===== src/rtl/modified_fredkin.sv =====
`default_nettype none
// +----------------------------------------------------------------------------+
// | Module   : modified_fredkin                                                |
// | Brief    : Registered bit-parallel array of modified Fredkin gate cells.   |
// | Revision : 1.0 - initial release                                           |
// +----------------------------------------------------------------------------+

// One gate cell. With the ancilla c tied low, r reduces to a AND b.
module modified_fredkin_cell (
  input  logic a,
  input  logic b,
  input  logic c,
  output logic p,
  output logic q,
  output logic r
);
  assign p = a;
  assign q = a ^ b;
  assign r = a ? b : c;
endmodule

module modified_fredkin #(
  parameter int WIDTH = 32
) (
  input  logic             clk,
  input  logic             rst,
  input  logic [WIDTH-1:0] A,
  input  logic [WIDTH-1:0] B,
  output logic [WIDTH-1:0] P,
  output logic [WIDTH-1:0] Q,
  output logic [WIDTH-1:0] R
);
  localparam logic c_ancilla = 1'b0;

  logic [WIDTH-1:0] w_p;
  logic [WIDTH-1:0] w_q;
  logic [WIDTH-1:0] w_r;
  logic [WIDTH-1:0] r_p;
  logic [WIDTH-1:0] r_q;
  logic [WIDTH-1:0] r_r;

  // Lanes are fully independent; no carry or cross-lane terms.
  for (genvar i = 0; i < WIDTH; i++) begin : g_lane
    modified_fredkin_cell u_cell (
      .a (A[i]),
      .b (B[i]),
      .c (c_ancilla),
      .p (w_p[i]),
      .q (w_q[i]),
      .r (w_r[i])
    );
  end

  always_ff @(posedge clk or posedge rst) begin
    if (rst) begin
      r_p <= '0;
      r_q <= '0;
      r_r <= '0;
    end else begin
      r_p <= w_p;
      r_q <= w_q;
      r_r <= w_r;
    end
  end

  assign P = r_p;
  assign Q = r_q;
  assign R = r_r;
endmodule
`default_nettype wire


===== config.mk =====
export PLATFORM = sky130hd
export DESIGN_NAME = modified_fredkin
export DESIGN_NICKNAME = d
export VERILOG_FILES = /design/src/rtl/modified_fredkin.sv
export SDC_FILE = /design/constraint.sdc
export NUM_CORES = 1
export LEC_CHECK = 0
export CAP_MARGIN = 10
export CORE_ASPECT_RATIO = 1.1
export CORE_MARGIN = 10
export CORE_UTILIZATION = 30
export CTS_CLUSTER_SIZE = 20
export DETAILED_ROUTE_END_ITERATION = 7
export PLACE_DENSITY = 0.66
export SLEW_MARGIN = 20
export SYNTH_ARGS = -nofsm -noshare
export SYNTH_HDL_FRONTEND = slang
export SYNTH_SLANG_ARGS = --single-unit

===== constraint.sdc =====
create_clock -name clk -period 3.7 [get_ports clk]
set_input_delay 0.37 -clock clk [delete_from_list [all_inputs] [get_ports clk]]
set_output_delay 0.37 -clock clk [all_outputs]
set_load 0.005 [all_outputs]

Word level (Yosys, flattened, before mapping) --
Index checks and enable logic that the tools add are counted.
Storage, ports and cells: register bits 96, input port bits 66, output and inout bits 96, word-level logic and storage cells 67
Operators by class: mux-type cells 32, bitwise gates (word level) 32
Operators with widths (count):
- $mux 1 | 32
- $xor 1x1->1 | 32

Logic depth before layout (Yosys ltp) --
Gate-level depths: netlist of the first run.
depth after elaboration 1, mapped depth 1, gate-level depth less buffers 1

Cells and area by module --
Synthesis of the first run repeated with hierarchy kept, for this count alone.
Unflattened totals: cell total of the unflattened synthesis 194, area total of the unflattened synthesis 3410.8 sq um
By module, submodules not included:
- modified_fredkin | times used 1, cells each 98, area each 2409.8 sq um, sequential area each 2402.3 sq um
- modified_fredkin_cell | times used 32, cells each 3, area each 31.3 sq um, sequential area each 0.0 sq um

Least setup slack after synthesis of the first run --
OpenSTA, ideal clock, no wires.
path type input to register, start input port A[0], end register r_q[0] (netlist: Q[0]), library setup time 0.126 ns, arrival 0.628 ns, required time 3.574 ns, slack 2.946 ns, stages 1, buffers on the path 0, path through ha_1
Between the ends: word-level cells in the longest chain between the ends 1
Ends and longest elaborated chain:
- start: declaration | line 27 | input logic [WIDTH-1:0] A,
- $xor 1x1->1 | line 18 | assign q = a ^ b;
- end signal: assignment | line 61 | r_q <= w_q;
- end: declaration | line 39 | logic [WIDTH-1:0] r_q;
No other way between the ends.

Worst setup path in the final report of the first run --
start register r_p[4] (netlist: P[4]), end output port P[4]
RTL lines:
- start: declaration | line 38 | logic [WIDTH-1:0] r_p;
- start signal: assignment | line 60 | r_p <= w_p;
- end: declaration | line 29 | output logic [WIDTH-1:0] P,
No word-level cell between the ends.

==> reports/metrics.yaml, run 1 <==
logic_synthesis:
  seq_area_frac_synth: 0.856
  synth_seq_cells: 96
  synth_cell_types: 3
  synth_cells: 129
  syn_nets: 227
  netlist_area_mm2: 0.00281
  avgSynthCellArea_um2: 21.8
  yosysWarnings: 0
cts:
  cts_buffers: 9
  post_cts_buffers: 0
  cts_tree: "done"
  clk_pin_slew_ps: 90
  clk_path_buf_depth: 2
  ctsResizeCount: 0
  cts_sinks: 96
  holdBufCountCts: 0
  cts.htree.levels: 3
  cts_root_buf: "clkbuf_8"
critical_path:
  path_buf_inv: 1
  setup.worst_path.end_class: "primary output"
  cp_top_family: "buffers and inverters"
  crit_arrival_ps: 1200
  crit_type: "reg2out"
  worstPathMaxFanout: 1
  path_cells: "clkdlybuf4s50_1"
  worstPathRequired_ps: 3330
  cp_slowest_stage_delay_ps: 520
  startpoint_type: "register"
  cp_slowest_cell: "clkdlybuf4s50_1"
worst_hold_path:
  holdCritPathClass: "in2reg"
global_route:
  grt_pass1_vias: 2024
  antenna_found_initial: 1
  grt_usage: 0.104
  grt_max_degree: 97
  overflow: 0
  grt_first_pass_wirelength_um: 11100
detailed_routing:
  dr_total_vias: 1698
  dr_wl_met3_um: 796
  wl_met2_um: 4030
  drcViolationCount: 0
  drt_iter0_markers: 44
  firstDrtPassIters: 3
  via_per_inst: 4.04
  wl_met1_um: 2260
  route.antenna.remaining_nets: 0
  routedWlPerCell_um: 17.1
  topRoutingLayerUsed: "met4"
  drt_wl_total_um: 7180
status:
  status: "finished clean"
pwr:
  p_total_mw: 2.11
  peakVddDrop_mv: 0.215
  p_leak_nw: 2.13
  p_per_area_mw_per_mm2: 442
cells_and_area:
  area_growth_pct: 70.0
  fillers: 767
  drive_gt1_frac: 0.0523
  num-nets-final: 399
  diodes: 0
floorplanning:
  num_rows: 36
  die_y_um: 121
  dieArea_mm2: 0.0136
  initial_core_util: 0.312
  die_w_um: 112
  core_area_mm2: 0.00901
  num_io_pins: 162
sta:
  hold_ws_ps: 487
  fmaxAchievable_ghz: 0.636
  period_share: 0.425
  setup_viol: 0
  slew_headroom: 0.445
  max_slew.worst_pin.slew_ps: 832
  drv_slew: 0
  rsz0062_at_grt: "no"
  min_period_ps: 1570
  timing.setup.tns_ps: 0
  hold_viol: 0
flow_run:
  cap_violations: 0
placement:
  dp_hpwl_um: 5870
  io_buffers: 161
  gp_congestion: 0.685
## kinds of logic (layout without fill, tap and decap cells)
kind of cell	Yosys count	count (layout)	share of synthesized area
adders and majority gates	32	32	0.143
buffers and inverters	1	178	0.00134
DFF	96	96	0.856
## final cells by class
| class | count | area [µm²] | area share |
|---|---|---|---|
| multi-input cells | 32 | 400 | 0.0839 |
| flip-flops and latches | 96 | 2400 | 0.504 |
| well taps | 114 | 143 | 0.0299 |
| clock buffers | 11 | 141 | 0.0296 |
| inverters | 1 | 8.76 | 0.00184 |
| clock inverters | 5 | 63.8 | 0.0134 |
| repair buffers | 161 | 1610 | 0.338 |
## per-stage QoR
stage | utilization | instance area, µm² | cells | setup WS, ps
6_report | 0.530 | 4770 | 420 | 2130
3_5_place_dp | 0.507 | 4570 | 404 | 2150
3_3_place_gp | 0.507 | 4560 | 404 | 1890
5_1_grt | 0.530 | 4770 | 420 | 2050
2_1_floorplan | - | 2810 | 129 | 825
4_1_cts | 0.530 | 4770 | 420 | 2090
## cells in the final DEF, fill, tap and decap left out
master           Yosys  final
inv_6                0      3
dfrtp_1             96     96
clkbuf_1             0      1
bufinv_16            0      1
ha_1                32     32
clkinv_4             0      1
clkbuf_8             0     10
clkinvlp_4           0      1
clkdlybuf4s50_1      0    161
## routing by layer
| metal | vias to the layer above | GRT usage |
|---|---|---|
| met2 | 79 | 0.196 |
| met1 | 839 | 0.0875 |
| li1 | 770 | - |
| met4 | 0 | 0.0405 |
| met5 | - | 0 |
| met3 | 10 | 0.0598 |
## Yosys cell counts
master,number,share of area
inv_1,1,0.0013
ha_1,32,0.14
dfrtp_1,96,0.86
## where the power goes
part / leakage, nW / switching, mW / total (mW) / internal (mW)
Clock: 0.101 / 0.350 / 0.687 / 0.337
Combinational: 0.876 / 0.0933 / 0.284 / 0.191
Sequential: 1.16 / 0.0179 / 1.14 / 1.12
## final timing paths
path / from / endpoint / slack, ps / cells past startpoint
max in group asynchronous: rst / Q[20] / 2560 / 2
min in group asynchronous: rst / P[24] / 550 / 2
worst min-delay path: A[23] / P[23] / 490 / 1
worst max-delay path: P[4] / P[4] / 2130 / 1
## sequential cells by signal, indices dropped and copies added (netlist names)
signal  count
P          32
Q          32
R          32
Note: power is estimated with default switching activity, not from simulation.
==> run 2: changes to the inputs <==
==> constraint.sdc (replaced) <==
create_clock -name clk -period 1.5 [get_ports clk]
set_input_delay 0.15 -clock clk [delete_from_list [all_inputs] [get_ports clk]]
set_output_delay 0.15 -clock clk [all_outputs]
set_load 0.005 [all_outputs]
==> reports/metrics.yaml, run 2 (same netlist as run 1, synthesis figures left out) <==
status:
  status: "finished clean"
floorplanning:
  dieArea_mm2: 0.0136  # unchanged
  num_io_pins: 162  # unchanged
  die_y_um: 121  # unchanged
  num_rows: 36  # unchanged
  core_area_mm2: 0.00901  # unchanged
  initial_core_util: 0.312  # unchanged
  die_w_um: 112  # unchanged
cells_and_area:
  area_growth_pct: 71.6
  stdcell_area_mm2: 0.00482  # +0.97%
  final_common_cell: "clkdlybuf4s50_1"
  num-nets-final: 401  # +0.50%
  fin_cells: 423  # +0.71%
  fillers: 793  # +3.4%
  drive_gt1_frac: 0.0617  # +0.00940
  final_core_util: 0.535  # +0.00514
  final_cell_mix: "clkdlybuf4s50_1 (161), dfrtp_1 (96), ha_1 (32), clkbuf_8 (9)"
sta:
  rsz0062_at_grt: "no"
  max_slew.worst_pin.slew_ps: 259  # -573 ps
  period_share: 0.916
  fmaxAchievable_ghz: 0.728
  min_period_ps: 1370
  timing.setup.tns_ps: 0  # unchanged
  slew_headroom: 0.827  # +0.382
  hold_viol: 0  # unchanged
  setup_viol: 0  # unchanged
  drv_slew: 0  # unchanged
detailed_routing:
  firstDrtPassIters: 6  # +3
  drt_wl_total_um: 7170  # -0.14%
  drt_iter0_markers: 45  # +2.3%
  drcViolationCount: 0  # unchanged
  via_per_inst: 4.05  # +0.28%
  route.antenna.remaining_nets: 0  # unchanged
  dr_total_vias: 1715  # +1.0%
  routedWlPerCell_um: 17.0  # -0.85%
cts:
  cts_tree: "done"
  ctsResizeCount: 0  # unchanged
  holdBufCountCts: 0  # unchanged
  clk_path_buf_depth: 2  # unchanged
  cts_buffers: 9  # unchanged
  clk_pin_slew_ps: 90  # about the same
  cts_sinks: 96  # unchanged
  post_cts_buffers: 0  # unchanged
  cts_root_buf: "clkbuf_8"
  cts.htree.levels: 3  # unchanged
flow_run:
  cap_violations: 0  # unchanged
critical_path:
  startpoint_type: "register"
  crit_arrival_ps: 1220  # +20 ps
  worstPathMaxFanout: 1  # unchanged
  timing.critical_path.to: "P[28]"
  setup.worst_path.end_class: "primary output"
  path_depth: 1  # unchanged
  cp_slowest_stage_delay_ps: 530  # about the same
  cp_top_family: "buffers and inverters"
  path_cells: "clkdlybuf4s50_1"
  startpoint: "P[28]"
  cp_slowest_cell: "clkdlybuf4s50_1"
  crit_type: "reg2out"
  worstPathRequired_ps: 1350  # -1980 ps
  path_buf_inv: 1  # unchanged
global_route:
  grt_pass1_vias: 1926  # -4.8%
  grt_first_pass_wirelength_um: 10900  # -1.5%
  grt_usage: 0.103  # -0.00101
  grt_max_degree: 50  # -48%
  antenna_found_initial: 2  # +1
  overflow: 0  # unchanged
placement:
  dp_hpwl_um: 5860  # about the same
  place_area_mm2: 0.00460  # +0.85%
  io_buffers: 161  # unchanged
  placed_cells: 406  # +0.50%
  gp_congestion: 0.711  # +3.7%
worst_hold_path:
  holdCritPathClass: "in2async"
pwr:
  p_leak_nw: 2.15  # +0.85%
  peakVddDrop_mv: 0.749  # +250%
  p_per_area_mw_per_mm2: 1090  # +150%
-- run 2: layer usage --
layer,routed length (µm),up-vias,track usage
met5,12,-,0
met4,80,2,0.0357
met3,1060,11,0.0737
met2,3720,93,0.178
met1,2300,836,0.0927
li1,-,773,-
-- run 2: how the worst min path moves through the flow --
stage,start,to,slack (ps),cells after the start
final,rst,R[28],230,3
after global routing,A[21],P[21],240,1
after CTS,rst,R[28],240,3
after detailed placement,rst,R[28],630,3
after global placement,rst,R[13],620,3
after floorplan,A[0],P[0],180,0
-- run 2: final cells by class --
class	instances	area, µm²	area share
multi-input combinational	32	400	0.0831
tap	114	143	0.0296
sequential	96	2400	0.499
clock inverter	7	86.3	0.0179
timing repair buffer	163	1650	0.343
clock buffer	9	124	0.0257
antenna	1	2.50	0.000519
inverter	1	7.51	0.00156
-- run 2: per-stage QoR --
step | power (mW) | worst slack [ps] | hold WS [ps]
floorplan | 2.97 | 216 | 181
global placement | 3.57 | 466 | 622
detailed placement | 3.59 | 466 | 635
CTS | 5.38 | 88.7 | 238
global route | 5.51 | 66.0 | 243
finish | 5.26 | 126 | 233
-- run 2: power breakdown --
group | internal, mW | switching [mW] | total (mW)
sequential | 2.76 | 0.0447 | 2.80
combinational | 0.481 | 0.229 | 0.710
clock | 0.809 | 0.935 | 1.74
total | 4.05 | 1.21 | 5.26
